<file path="src/rtl/led_matrix_decoder_pkg.sv">
// Shared definitions for the 10-bit pixel-command bus and the dot-matrix geometry.
// The game-core encoders import this same package, so the bus layout lives only here.
package led_matrix_decoder_pkg;

    localparam int MATRIX_ROWS = 16;
    localparam int MATRIX_COLS = 8;
    localparam int ROW_W       = 4;
    localparam int COL_W       = 3;
    localparam int PIX_W       = 10;

    typedef enum logic [1:0] {
        COLOUR_NOOP = 2'b00,
        COLOUR_GRN  = 2'b01,
        COLOUR_RED  = 2'b10,
        COLOUR_BOTH = 2'b11
    } colour_e;

    // Bus layout, MSB first: {colour[1:0], rsvd, row[3:0], col[2:0]}
    typedef struct packed {
        colour_e            colour;
        logic               rsvd;
        logic [ROW_W-1:0]   row;
        logic [COL_W-1:0]   col;
    } pix_cmd_t;

    // One buffered row: {red[7:0], green[7:0]}
    typedef logic [2*MATRIX_COLS-1:0] row_bits_t;

    // Bits to OR into a row for one command; red in the upper byte, green in the lower.
    function automatic row_bits_t pix_row_bits(input logic [1:0] colour, input logic [COL_W-1:0] col);
        row_bits_t bits;
        bits = '0;
        bits[MATRIX_COLS + int'(col)] = colour[1];
        bits[int'(col)]               = colour[0];
        return bits;
    endfunction

endpackage

</file>
<file path="src/rtl/led_row_scanner.sv">
// Row-scan engine: slot divider, row counter, per-slot column latch and anti-ghost blanking.
module led_row_scanner
    import led_matrix_decoder_pkg::*;
#(
    parameter int SCAN_DIV = 2000,
    parameter int BLANK    = 16
) (
    input  logic                                       clk,
    input  logic                                       rst,
    input  logic [MATRIX_ROWS-1:0][2*MATRIX_COLS-1:0]  frame,
    output logic [MATRIX_ROWS-1:0]                     row_sel,
    output logic [MATRIX_COLS-1:0]                     col_r,
    output logic [MATRIX_COLS-1:0]                     col_g
);

    localparam int              DIV_W     = (SCAN_DIV > 1) ? $clog2(SCAN_DIV) : 1;
    localparam logic [DIV_W-1:0] DIV_LAST  = DIV_W'(SCAN_DIV - 1);
    localparam logic [DIV_W-1:0] BLANK_END = DIV_W'(BLANK);

    logic [DIV_W-1:0] div, div_nxt;
    logic [ROW_W-1:0] row, row_nxt;
    row_bits_t        latch, latch_nxt;

    // Advance the divider; on the last cycle of a slot move to the next row and capture its data,
    // so a buffer swap mid-slot never tears the row currently being shown.
    always_comb begin
        div_nxt   = div + DIV_W'(1);
        row_nxt   = row;
        latch_nxt = latch;
        if (div == DIV_LAST) begin
            div_nxt   = '0;
            row_nxt   = row + ROW_W'(1);
            latch_nxt = frame[row_nxt];
        end
    end

    // Scan state and registered drive outputs; columns held dark for the first BLANK cycles of a slot.
    always_ff @(posedge clk or posedge rst) begin
        if (rst) begin
            div     <= '0;
            row     <= '0;
            latch   <= '0;
            row_sel <= MATRIX_ROWS'(1);
            col_r   <= '0;
            col_g   <= '0;
        end else begin
            div     <= div_nxt;
            row     <= row_nxt;
            latch   <= latch_nxt;
            row_sel <= MATRIX_ROWS'(1) << row_nxt;
            if (div_nxt < BLANK_END) begin
                col_r <= '0;
                col_g <= '0;
            end else begin
                col_r <= latch_nxt[2*MATRIX_COLS-1:MATRIX_COLS];
                col_g <= latch_nxt[MATRIX_COLS-1:0];
            end
        end
    end

endmodule

</file>
<file path="src/rtl/led_matrix_decoder.sv">
// Pixel-command decoder: OR-accumulates strobed commands into a write buffer, swaps it to the
// display buffer on frame sync, and hands the display buffer to the row scanner.
module led_matrix_decoder
    import led_matrix_decoder_pkg::*;
#(
    parameter int SCAN_DIV = 2000,
    parameter int BLANK    = 16
) (
    input  logic                    CLK,
    input  logic                    RST,
    input  logic [PIX_W-1:0]        PIX_IN,
    input  logic                    PIX_STB,
    input  logic                    FRAME_SYNC,
    output logic [MATRIX_ROWS-1:0]  ROW_SEL,
    output logic [MATRIX_COLS-1:0]  COL_R,
    output logic [MATRIX_COLS-1:0]  COL_G,
    output logic [7:0]              PIX_CNT,
    output logic                    FRAME_TGL
);

    pix_cmd_t cmd;
    logic     counted;
    logic     unused_rsvd;
    logic [7:0] cnt, cnt_upd;
    logic [MATRIX_ROWS-1:0][2*MATRIX_COLS-1:0] wbuf, wbuf_upd, dbuf;

    assign cmd         = pix_cmd_t'(PIX_IN);
    assign unused_rsvd = cmd.rsvd;
    assign counted     = PIX_STB && (cmd.colour != COLOUR_NOOP);

    // Write buffer and pixel count as they stand including this cycle's command, so a strobe
    // coinciding with frame sync still lands in the frame being swapped out.
    always_comb begin
        wbuf_upd = wbuf;
        cnt_upd  = cnt;
        if (counted) begin
            wbuf_upd[cmd.row] = wbuf[cmd.row] | pix_row_bits(cmd.colour, cmd.col);
            if (cnt != 8'hFF) begin
                cnt_upd = cnt + 8'd1;
            end
        end
    end

    // Frame buffers, pixel counter and swap-side status outputs.
    always_ff @(posedge CLK or posedge RST) begin
        if (RST) begin
            wbuf      <= '0;
            dbuf      <= '0;
            cnt       <= '0;
            PIX_CNT   <= '0;
            FRAME_TGL <= 1'b0;
        end else if (FRAME_SYNC) begin
            dbuf      <= wbuf_upd;
            wbuf      <= '0;
            PIX_CNT   <= cnt_upd;
            cnt       <= '0;
            FRAME_TGL <= ~FRAME_TGL;
        end else begin
            wbuf      <= wbuf_upd;
            cnt       <= cnt_upd;
        end
    end

    led_row_scanner #(
        .SCAN_DIV (SCAN_DIV),
        .BLANK    (BLANK)
    ) u_scanner (
        .clk     (CLK),
        .rst     (RST),
        .frame   (dbuf),
        .row_sel (ROW_SEL),
        .col_r   (COL_R),
        .col_g   (COL_G)
    );

endmodule

</file>
<file path="config.mk">
export PLATFORM = sky130hd
export DESIGN_NAME = led_matrix_decoder
export DESIGN_NICKNAME = d
export VERILOG_FILES = /design/src/rtl/led_matrix_decoder_pkg.sv /design/src/rtl/led_row_scanner.sv /design/src/rtl/led_matrix_decoder.sv
export SDC_FILE = /design/constraint.sdc
export NUM_CORES = 1
export LEC_CHECK = 0
export ABC_CLOCK_PERIOD_IN_PS = 46300
export CAP_MARGIN = 15
export CELL_PAD_IN_SITES_DETAIL_PLACEMENT = 1
export CELL_PAD_IN_SITES_GLOBAL_PLACEMENT = 2
export CORE_MARGIN = 3
export CORE_UTILIZATION = 37
export CTS_BUF_LIST = sky130_fd_sc_hd__clkbuf_4 sky130_fd_sc_hd__clkbuf_8
export DETAILED_ROUTE_END_ITERATION = 6
export PLACE_DENSITY = 0.75
export SYNTH_ARGS = -nofsm -noshare
export SYNTH_HDL_FRONTEND = slang
export SYNTH_SLANG_ARGS = --single-unit
</file>
<file path="constraint.sdc">
create_clock -name CLK -period 46.3 [get_ports CLK]
set_input_delay 9.26 -clock CLK [delete_from_list [all_inputs] [get_ports CLK]]
set_output_delay 9.26 -clock CLK [all_outputs]
set_load 0.1 [all_outputs]
</file>
# Word-level counts from Yosys, hierarchy flattened
# Cells that the tools add are included.
[totals]
register_bits = 592
output_inout_bits = 41
wordCells = 86
in_bits = 14
[op_classes]
addsub = 4
muxes = 22
n_shift = 1
bitwise = 3
n_eq_ne = 2
order_cmp = 8
n_reduce_logical = 5
[ops]
columns = ["op", "n"]
rows = [
  ["$mux W256", 2],
  ["$bwmux W256", 1],
  ["$bmux W16 S4", 2],
  ["$demux W16 S4", 1],
  ["$mux W16", 4],
  ["$mux W8", 5],
  ["$and A16 B16 Y16", 1],
  ["$bwmux W16", 1],
  ["$or A16 B16 Y16", 1],
  ["$shl A1 B4 Y16 const A", 1],
  ["$add A11 B1 Y11 const B", 1],
  ["$eq A11 B11 Y1 const B", 1],
  ["$lt A11 B5 Y1 const B", 1],
  ["$mux W11", 1],
  ["$lt A4 B5 Y1 const B", 2],
  ["$add A8 B1 Y8 const B", 1],
  ["$ne A8 B8 Y1 const B", 1],
  ["$add A4 B3 Y5 const A", 1],
  ["$ge A5 B1 Y1 const B", 1],
  ["$lt A3 B5 Y1 const B", 1],
  ["$lt A5 B5 Y1 const B", 1],
  ["$add A4 B1 Y4 const B", 1],
  ["$demux W1 S4", 1],
  ["$ge A4 B1 Y1 const B", 1],
  ["7 further kinds", 11],
]

# Logic depth before layout (Yosys ltp)
# Gate-level depths: netlist of run 1.
[depth]
depth_word = 11
depth_mapped = 10
ltp_nobuf = 7

# Modules after synthesis
# From an unflattened synthesis of run 1, not the netlist that was laid out.
[hier_totals]
hier_cells = 2935
area_unflattened_um2 = 30631.9
[by_module_without_submodules]
columns = ["mod", "area_each_um2", "seq_area_each_um2", "instances", "cells_per_inst"]
rows = [
  ["led_matrix_decoder", 25663.4, 13237.7, 1, 2524],
  ["led_row_scanner", 4968.5, 1577.8, 1, 411],
]

# Least setup slack after synthesis of run 1
# OpenSTA, ideal clock, no wires.
[synth_timing]
kind = "in2reg"
start = "input port PIX_IN[3]"
end = "register dbuf[37] (netlist name)"
path_buffers = 2
required_ps = 46154
path_stages = 6
path_slack_ps = 35110
arrival_time_ps = 11044
path_cell_list = "clkbuf_1 buf_2 mux4_2 or3_1 o22ai_1 mux2i_1"
[synth_via]
elab_chain_len = 6
[synth_rtl]
columns = ["element", "line", "source"]
rows = [
  ["start, declared", "led_matrix_decoder.sv:11", "input logic [PIX_W-1:0] PIX_IN,"],
  ["$lt A4 B5 Y1 (not written as such) or $ge A4 B1 Y1 (tied branches)", "led_matrix_decoder.sv:37", "wbuf_upd[cmd.row] = wbuf[cmd.row] | pix_row_bits(cmd.colour, cmd.col);"],
  ["$logic_and A1 B1 Y1 (not written as such)", "led_matrix_decoder.sv:37", ""],
  ["$mux W16 (not written as such)", "led_matrix_decoder.sv:37", ""],
  ["$demux W16 S4", "led_matrix_decoder.sv:37", ""],
  ["$bwmux W256 (*)", "led_matrix_decoder.sv:37", ""],
  ["$mux W256 (*)", "led_matrix_decoder.sv:36", "if (counted) begin"],
  ["end signal, assigned", "led_matrix_decoder.sv:53", "dbuf <= wbuf_upd;"],
  ["end, declared", "led_matrix_decoder.sv:25", "logic [MATRIX_ROWS-1:0][2*MATRIX_COLS-1:0] wbuf, wbuf_upd, dbuf;"],
]
# Mark *: on every way between the ends. The rest lies on a longest branch, timed or not. The select of a mux whose other input is x is not followed.
# A chain may end at the register's enable or synchronous reset.

# Final worst setup path of run 1
[layout_timing]
start = "input port PIX_IN[8]"
end = "register dbuf[197] (netlist name)"
[layout_via]
elab_chain_len = 4
[layout_rtl]
columns = ["element", "line", "source"]
rows = [
  ["$bwmux W16", "led_matrix_decoder_pkg.sv:34", "bits[int'(col)] = colour[0];"],
  ["$or A16 B16 Y16", "led_matrix_decoder.sv:37", ""],
  ["$bwmux W256", "led_matrix_decoder.sv:37", ""],
  ["$mux W256 (*)", "led_matrix_decoder.sv:36", ""],
]
# Mark *: on every way between the ends. The rest lies on a longest branch, timed or not.

==> results.cfg, run 1 <==
[worst_hold_path]
hold_path_class = reg -> reg
worstHoldStart = FRAME_TGL
whs_path_depth = 1
holdPathEnd = FRAME_TGL

[cells_and_area]
area_delta_synth_final_pct = 14.0
drive_gt1_share_pct = 19.4
fillers = 7663
final_cell_mix = 590 x dfrtp_1, 289 x nor2_1, 221 x mux2i_1, 209 x inv_1, 192 x o22ai_1
fin_nets = 2334
final_common_cell = dfrtp_1
postLayoutCoreUtil_pct = 42.8

[synthesis]
synth_area_per_cell_um2 = 11.8
yosysUniqueCellTypes = 59
ys_top_cells_by_area = dfrtp_1 55%, mux4_2 11%, mux2i_1 8.2%
netlist.area_leader.share_pct = 54.8
synth_area_um2 = 27000
synthArstFlopShare_pct = 100
synth-seq-cells = 592
synth_flop_cell = dfrtp_1
ys_seq_area_share_pct = 54.9
synth_area_leader_cell = dfrtp_1
synth_nets = 2299
ys_warn_count = 0
synthCells = 2282
synth_edf_count = 0

[global_route]
grt_pass1_wl_um = 121000
grt_max_degree = 142
grt_pass1_vias = 20299
use_met1_pct = 27.9
grt_overflow = 0
antenna_found_initial = 9
gr-usage-met3_pct = 3.77
grt_usage_pct = 20.3
met2_usage_pct = 32.7
grt.busiest_layer = met2

[critical_path]
critical-path-slowest-cell = o21ai_1
timing.rr.end = u_scanner.col_g[4]
start_kind = input pin
required_ns = 46.83
crit_fanout = 42
r2r_slack_ns = 41.77
worst-path-buf-inv = 3
critPathCaptureType = flip-flop
ff2ff_path_depth = 8
path_cells = clkdlybuf4s50_1 > o21ai_1 > or3_2 > buf_4 > nor2_2 > buf_4 > o22ai_1 > mux2i_1
critical_path_class = in -> reg
crit_arrival_ns = 12.64
crit_family = buffers and inverters
critical_path.max_stage_delay_ns = 0.82
crit_top_cell = buf_4
timing.rr.start = u_scanner.row[0]

[power]
max-vdd-ir-drop_mv = 0.0178
power_frac_comb_pct = 7.4
internal-power_uw = 851
swShare_pct = 24.9
leakage_nw = 13.9
p_sw_uw = 282
powerDensity_nw_per_um2 = 36.8
p_clk_share_pct = 45.1
seqPwrFrac_pct = 47.5

[timing]
fin_ws_ns = 34.19
grt_setup_unrepaired = no
max_freq_mhz = 82.6
finalHoldViolations = 0
fin_worst_skew_ns = 0.0290
worst_slew_pin_slew_ns = 1.25
drv_slew = 0
slew_headroom_pct = 16.7
post-route-min-period_ns = 12.11
setup_tns_ns = 0
finalSetupViolCount = 0
finalCritPeriodShare_pct = 26.2

[placement]
dp_slack_ns = 33.46
gp_congestion = 0.760
detailed_place_hpwl_um = 46500
io_buffers = 53

[clocking]
hold_buffers = 0
h-tree-depth = 3
cts.sinks = 592
cts_tree = built
cts_root_buffer = clkbuf_8
clk_latency_ns = 0.70
postCtsResizedCells = 0
clkTransAtPathRegs_ns = 0.06
post_cts_buffers = 0
cts_buffer_depth = 3
cts-buffers-inserted = 103

[route]
avgViaCountPerCell = 5.55
wl_per_cell_um = 23.1
first_pass_iters = 5
drt_iter0_drc = 1195
drc_errors = 0
ant_nets = 0
vias = 18579
drt_wl_total_um = 77500

[floorplan]
die_y_um = 276
die_w_um = 276
coreArea_um2 = 71900
io_pins = 55
row_count = 98
start_util_pct = 37.6
dieArea_um2 = 76200

[run_status]
status = finished clean

[run]
drv_cap = 0
## metrics by stage
| stage | cells | power, mW | hold WS (ns) | area (um^2) |
|---|---|---|---|---|
| 2_1_floorplan | 2282 | 0.606 | 0.473 | 27000 |
| 3_3_place_gp | 3162 | 0.628 | 0.485 | 28500 |
| 3_5_place_dp | 3162 | 0.632 | 0.470 | 28500 |
| 4_1_cts | 3349 | 1.15 | 0.482 | 30800 |
| 5_1_grt | 3350 | 1.18 | 0.510 | 30800 |
| 6_report | 3350 | 1.13 | 0.474 | 30800 |
## cells by family (layout without fill, tap and decap cells)
family | after synthesis | after routing | synth area share (%)
AND/OR/NAND/NOR | 525 | 525 | 9.11
flip-flops | 592 | 592 | 54.9
multiplexers | 414 | 414 | 21.6
AO/OA/AOI/OAI | 353 | 353 | 8.24
other | 0 | 1 | 0
XOR/XNOR | 18 | 18 | 0.584
adder cells (fa/ha/maj) | 3 | 3 | 0.139
buffers and inverters | 377 | 494 | 5.42
## power by group through the flow
stage | Clock, mW | Combinational, mW | Sequential, mW
after floorplan | 0 | 0.0533 | 0.552
after global placement | 0 | 0.0819 | 0.546
after detailed placement | 0 | 0.0845 | 0.547
after CTS | 0.526 | 0.0848 | 0.538
after global routing | 0.554 | 0.0914 | 0.539
final | 0.511 | 0.0838 | 0.538
## registers in the layout, summed over array words and instances (netlist names), 11 cells and up
register / cells
dbuf: 256
u_scanner.div: 11
u_scanner.latch: 16
u_scanner.row_sel: 16
wbuf: 256
## synthesized netlist by cell type (all sizes together), types with 26 or more instances
library cell and instances:
dfrtp 591, nor2 299, mux2i 221, inv 210, o22ai 192, clkbuf 138, mux4 128, a21oi 78
mux2 65, nor2b 57, or3 50, nand2 43, buf 29, o21ai 28, nor3 26
## how the worst max path moves through the flow
stage | slack (ns) | depth (start not counted) | start | to
floorplan | 20.47 | 1 | RST | FRAME_TGL
global placement | 33.50 | 8 | PIX_IN[8] | dbuf[201]
detailed placement | 33.46 | 8 | PIX_IN[8] | dbuf[203]
CTS | 34.23 | 8 | PIX_IN[8] | dbuf[196]
global route | 34.07 | 8 | PIX_IN[8] | dbuf[196]
finish | 34.19 | 8 | PIX_IN[8] | dbuf[197]
## layout make-up
class	instances	area [um^2]	share of cell area (%)
Antenna cell	1	2.50	0.00814
Clock buffer	174	2130	6.93
Clock inverter	13	98.8	0.321
Inverter	210	796	2.59
Multi-Input combinational cell	1313	10900	35.3
Sequential cell	592	14800	48.2
Tap cell	950	1190	3.86
Timing Repair Buffer	97	861	2.80
## metal layers
metal / part of all wire [%] / routed length (um)
met5: 0.026 / 20
met4: 2.7 / 2110
met3: 5.1 / 3980
met1: 45 / 34700
met2: 47 / 36700
No activity file was read; power rests on OpenSTA's default activity.
==> inputs of run 2 (changes only) <==
- ABC_CLOCK_PERIOD_IN_PS: 46300 -> 12700
- clock period: 46.3 -> 12.7 ns (I/O delays scaled with it)
==> run 2 against run 1 <==
  * Global-route usage grew 0.073 points
  * Sequential share of layout area shrank 0.082 points
  * Sequential power grew to 3.6 times the previous value
  * Critical path depth shrank 1
  * Largest cell class unchanged
  * Critical path type unchanged
  * Clock power grew to 3.7 times the previous value
  * Highest routed layer unchanged
  * Largest power group unchanged
  * Clock skew shrank 0.0031 ns
  * Final area grew 0.17%
==> results.cfg, run 2 (synthesized netlist as in run 1, its figures left out) <==
[run]
drv_cap = 0

[clocking]
cts_root_buffer = clkbuf_8
cts_tree = built
postCtsResizedCells = 0
cts_buffer_depth = 3
h-tree-depth = 3
cts.sinks = 592
hold_buffers = 0
post_cts_buffers = 0
clkTransAtPathRegs_ns = 0.06
clk_latency_ns = 0.69
cts-buffers-inserted = 102

[worst_hold_path]
hold_path_class = reg -> reg
worstHoldStart = FRAME_TGL

[route]
first_pass_iters = 5
ant_nets = 0
drt_iter0_drc = 1299
wl_per_cell_um = 23.2
avgViaCountPerCell = 5.53
vias = 18519
drc_errors = 0
drt_wl_total_um = 77800

[global_route]
grt_max_degree = 169
grt_pass1_wl_um = 122000
antenna_found_initial = 4
grt_overflow = 0
grt_pass1_vias = 20608
grt_usage_pct = 20.4

[cells_and_area]
drive_gt1_share_pct = 19.3
seqCellArea_um2 = 14800
top_regs = dbuf (256), wbuf (256)
fin_nets = 2332
final_cell_mix = 590 x dfrtp_1, 289 x nor2_1, 221 x mux2i_1, 209 x inv_1, 192 x o22ai_1
final_common_cell = dfrtp_1
final_area_um2 = 30800
area_delta_synth_final_pct = 14.2
multi_input_area_um2 = 10800
fillers = 7633

[power]
power_frac_comb_pct = 7.4
p_clk_share_pct = 45.3
max-vdd-ir-drop_mv = 0.0632
powerDensity_nw_per_um2 = 134
internal-power_mw = 3.11
power_mw = 4.14
leakage_nw = 13.9
swShare_pct = 25.0
p_sw_mw = 1.04
seqPwrFrac_pct = 47.4

[floorplan]
row_count = 98
die_y_um = 276
start_util_pct = 37.6
io_pins = 55
coreArea_um2 = 71900
die_w_um = 276
dieArea_um2 = 76200

[placement]
gp_congestion = 0.780
placed_cell_area_um2 = 28500
io_buffers = 53
detailed_place_hpwl_um = 46000

[critical_path]
crit_arrival_ns = 6.64
crit_fanout = 29
crit_start = PIX_IN[8]
start_kind = input pin
critical_path_class = in -> reg
critPathCaptureType = flip-flop
required_ns = 13.28
timing.rr.start = u_scanner.row[0]

[timing]
grt_setup_unrepaired = no
post-route-min-period_ns = 6.05
worst_slew_pin_slew_ns = 1.23
fin_worst_skew_ns = 0.0258
finalCritPeriodShare_pct = 47.7
finalSetupViolCount = 0
hold_slack_ns = 0.480
setup_tns_ns = 0
slew_headroom_pct = 18.0
max_freq_mhz = 165
finalHoldViolations = 0
drv_slew = 0

[run_status]
status = finished clean
## run 2: cell count changes in the layout (fill, tap and decap cells not counted), sizes merged
| cell | change |
|---|---|
| clkbuf | -3 |
| buf | -2 |
| clkinv | +2 |
| inv | -1 |
| clkinvlp | +3 |
## run 2: path summary, 6_finish.rpt
path / end / slack (ns) / cells after the start
worst min-delay path: FRAME_TGL / 0.48 / 1
worst max-delay path: dbuf[77] / 6.65 / 7
worst min register to register: FRAME_TGL / 0.48 / 1
worst max register to register: u_scanner.col_g[4] / 8.68 / 7
min in group asynchronous: wbuf[52] / 2.48 / 3
max in group asynchronous: dbuf[164] / 7.82 / 5
## run 2: area by class of cell
cell class              count  area share [%]
inverters                 210            2.57
multi-input cells        1313            35.2
clock inverters            17           0.402
clock buffers             170            6.90
diodes                      1         0.00812
flip-flops and latches    592            48.1
well taps                 950            3.86
repair buffers             96            2.96
## run 2: power by group through the flow
stage	Clock (mW)	Sequential [mW]	Combinational (mW)
2_1_floorplan	0	2.01	0.195
3_3_place_gp	0	1.99	0.300
3_5_place_dp	0	1.99	0.308
4_1_cts	1.93	1.96	0.310
5_1_grt	2.03	1.97	0.334
6_report	1.88	1.96	0.306
## run 2: metal layers
layer,global-route usage (%),vias up,routed length (um)
met5,0,-,8
met4,6.38,2,1820
met3,3.65,137,3540
met2,33.4,418,37600
met1,27.7,9831,34800
li1,-,8131,-
## run 2: stage by stage
stage	worst slack [ns]	cells	util (%)
floorplan	2.09	2282	-
global placement	6.14	3159	39.7
detailed placement	6.05	3160	39.7
CTS	6.79	3347	42.9
global route	6.57	3349	42.9
finish	6.65	3349	42.9
## run 2: critical path: stages
cell and delay (ns):
clkdlybuf4s50_1 0.85, o21ai_1 0.40, or3_2 0.85, buf_4 0.45, nor2_2 1.01, o22ai_1 0.27, mux2i_1 0.22
==> inputs of run 3 (changes only) <==
- ABC_CLOCK_PERIOD_IN_PS: 12700 -> 5000
- PLACE_DENSITY: 0.75 -> 0.77
- clock period: 12.7 -> 5 ns (I/O delays scaled with it)
==> run 3 against run 2 <==
  * Power grew to 2.5 times the previous value
  * Highest routed layer unchanged
  * Count of clock-buffer cells in the layout shrank 5
  * Combinational power grew to 2.6 times the previous value
  * First-iteration DRC count is 9.7% lower
  * Via count shrank 0.31%
  * Sequential cell count is the same
  * Critical path depth down 1
  * Setup slack got worse by 5.2 ns
  * Largest power group unchanged
==> results.cfg, run 3 (synthesized netlist as in run 1, its figures left out) <==
[cells_and_area]
area_delta_synth_final_pct = 15.1
final_common_cell = dfrtp_1
fin_nets = 2357
top_regs = dbuf (256), wbuf (256)
final_cell_mix = 590 x dfrtp_1, 297 x nor2_1, 221 x mux2i_1, 209 x inv_1, 192 x o22ai_1
finalNonFillerCells = 3364
postLayoutCoreUtil_pct = 43.2
drive_gt1_share_pct = 19.4

[route]
drc_errors = 0
wl_per_cell_um = 22.7
vias = 18461
drt_wl_total_um = 76400
first_pass_iters = 5
drt_iter0_drc = 1173
ant_nets = 0
avgViaCountPerCell = 5.49

[power]
seqPwrFrac_pct = 47.4
powerDensity_nw_per_um2 = 339
p_clk_share_pct = 45.1
leakage_nw = 14.0
power_frac_comb_pct = 7.5
max-vdd-ir-drop_mv = 0.215
internal-power_mw = 7.91
power_mw = 10.5
p_sw_mw = 2.61
swShare_pct = 24.8

[timing]
worst_slew_pin_slew_ns = 1.15
max_freq_mhz = 285
drv_slew = 0
hold_slack_ns = 0.472
grt_setup_unrepaired = no
finalCritPeriodShare_pct = 70.3
post-route-min-period_ns = 3.51
finalHoldViolations = 0
slew_headroom_pct = 21.9
fin_worst_skew_ns = 0.0370
finalSetupViolCount = 0

[floorplan]
dieArea_um2 = 76200
coreArea_um2 = 71900
io_pins = 55
die_w_um = 276
row_count = 98
die_y_um = 276
start_util_pct = 37.6

[worst_hold_path]
whs_path_depth = 1
worstHoldStart = FRAME_TGL
hold_path_class = reg -> reg
holdPathEnd = FRAME_TGL

[clocking]
clkTransAtPathRegs_ns = 0.06
h-tree-depth = 3
clk_latency_ns = 0.72
post_cts_buffers = 0
cts.sinks = 592
cts_tree = built
cts-buffers-inserted = 104
hold_buffers = 0
cts_buffer_depth = 3
cts_root_buffer = clkbuf_8
postCtsResizedCells = 0

[placement]
detailed_place_hpwl_um = 48100
io_buffers = 53
gp_congestion = 0.773
dp.cells = 3183

[run]
drv_cap = 0

[global_route]
grt_pass1_vias = 20439
antenna_found_initial = 5
grt_usage_pct = 20.0
grt_overflow = 0
grt_max_degree = 126
grt_pass1_wl_um = 120000

[critical_path]
critPathCaptureType = flip-flop
r2r_slack_ns = 1.49
timing.rr.start = u_scanner.div[0]
crit_fanout = 45
crit_arrival_ns = 4.13
timing.rr.end = u_scanner.col_g[6]
ff2ff_path_depth = 6
critical_path_class = reg -> reg
required_ns = 5.62
start_kind = flip-flop

[run_status]
status = finished clean
[run 3: routing by layer]
metal,vias to the layer above,global-route usage [%],wire [um]
met1,9762,27.2,34200
met5,-,1.00,146
met3,115,3.17,3320
met4,8,5.97,1530
met2,413,33.0,37200
li1,8163,-,-
[run 3: power by group through the flow]
| stage | clock network [mW] | registers [mW] | logic [mW] |
|---|---|---|---|
| floorplan | 0 | 5.12 | 0.494 |
| global placement | 0 | 5.06 | 0.778 |
| detailed placement | 0 | 5.07 | 0.800 |
| CTS | 4.88 | 4.98 | 0.803 |
| global route | 5.11 | 4.99 | 0.864 |
| finish | 4.74 | 4.98 | 0.793 |
[run 3: worst max path at each step]
| stage | startpoint | to | slack [ns] | cells past startpoint |
|---|---|---|---|---|
| finish | u_scanner.div[0] | u_scanner.col_g[6] | 1.49 | 6 |
| global route | u_scanner.div[0] | u_scanner.col_r[5] | 1.25 | 6 |
| CTS | u_scanner.div[0] | u_scanner.col_g[6] | 1.46 | 6 |
| detailed placement | PIX_IN[8] | dbuf[198] | 0.93 | 6 |
| global placement | PIX_IN[8] | dbuf[201] | 0.98 | 6 |
| floorplan | RST | FRAME_TGL | -4.07 | 1 |
[run 3: area by class of cell]
| type | instances | area (um^2) |
|---|---|---|
| Fill cell | 7598 | 40800 |
| Tap cell | 950 | 1190 |
| Sequential cell | 592 | 14800 |
| Inverter | 210 | 792 |
| Multi-Input combinational cell | 1313 | 10800 |
| Antenna cell | 3 | 7.51 |
| Clock buffer | 165 | 2090 |
| Clock inverter | 12 | 134 |
| Timing Repair Buffer | 119 | 1200 |
[run 3: metrics by stage]
stage	instance area (um^2)	worst slack, ns	setup TNS, ns
2_1_floorplan	27000	-4.07	-2407.47
3_3_place_gp	28800	0.984	0
3_5_place_dp	28800	0.930	0
4_1_cts	31000	1.46	0
5_1_grt	31100	1.25	0
6_report	31100	1.49	0
[run 3: worst max-delay path, cell delays in order, from the launching register on]
cell and delay (ns):
dfrtp_1 0.45, ha_1 0.22, nand3_1 0.40, or4_4 0.95, nor2_2 0.80, a221o_1 0.36
a21boi_1 0.23
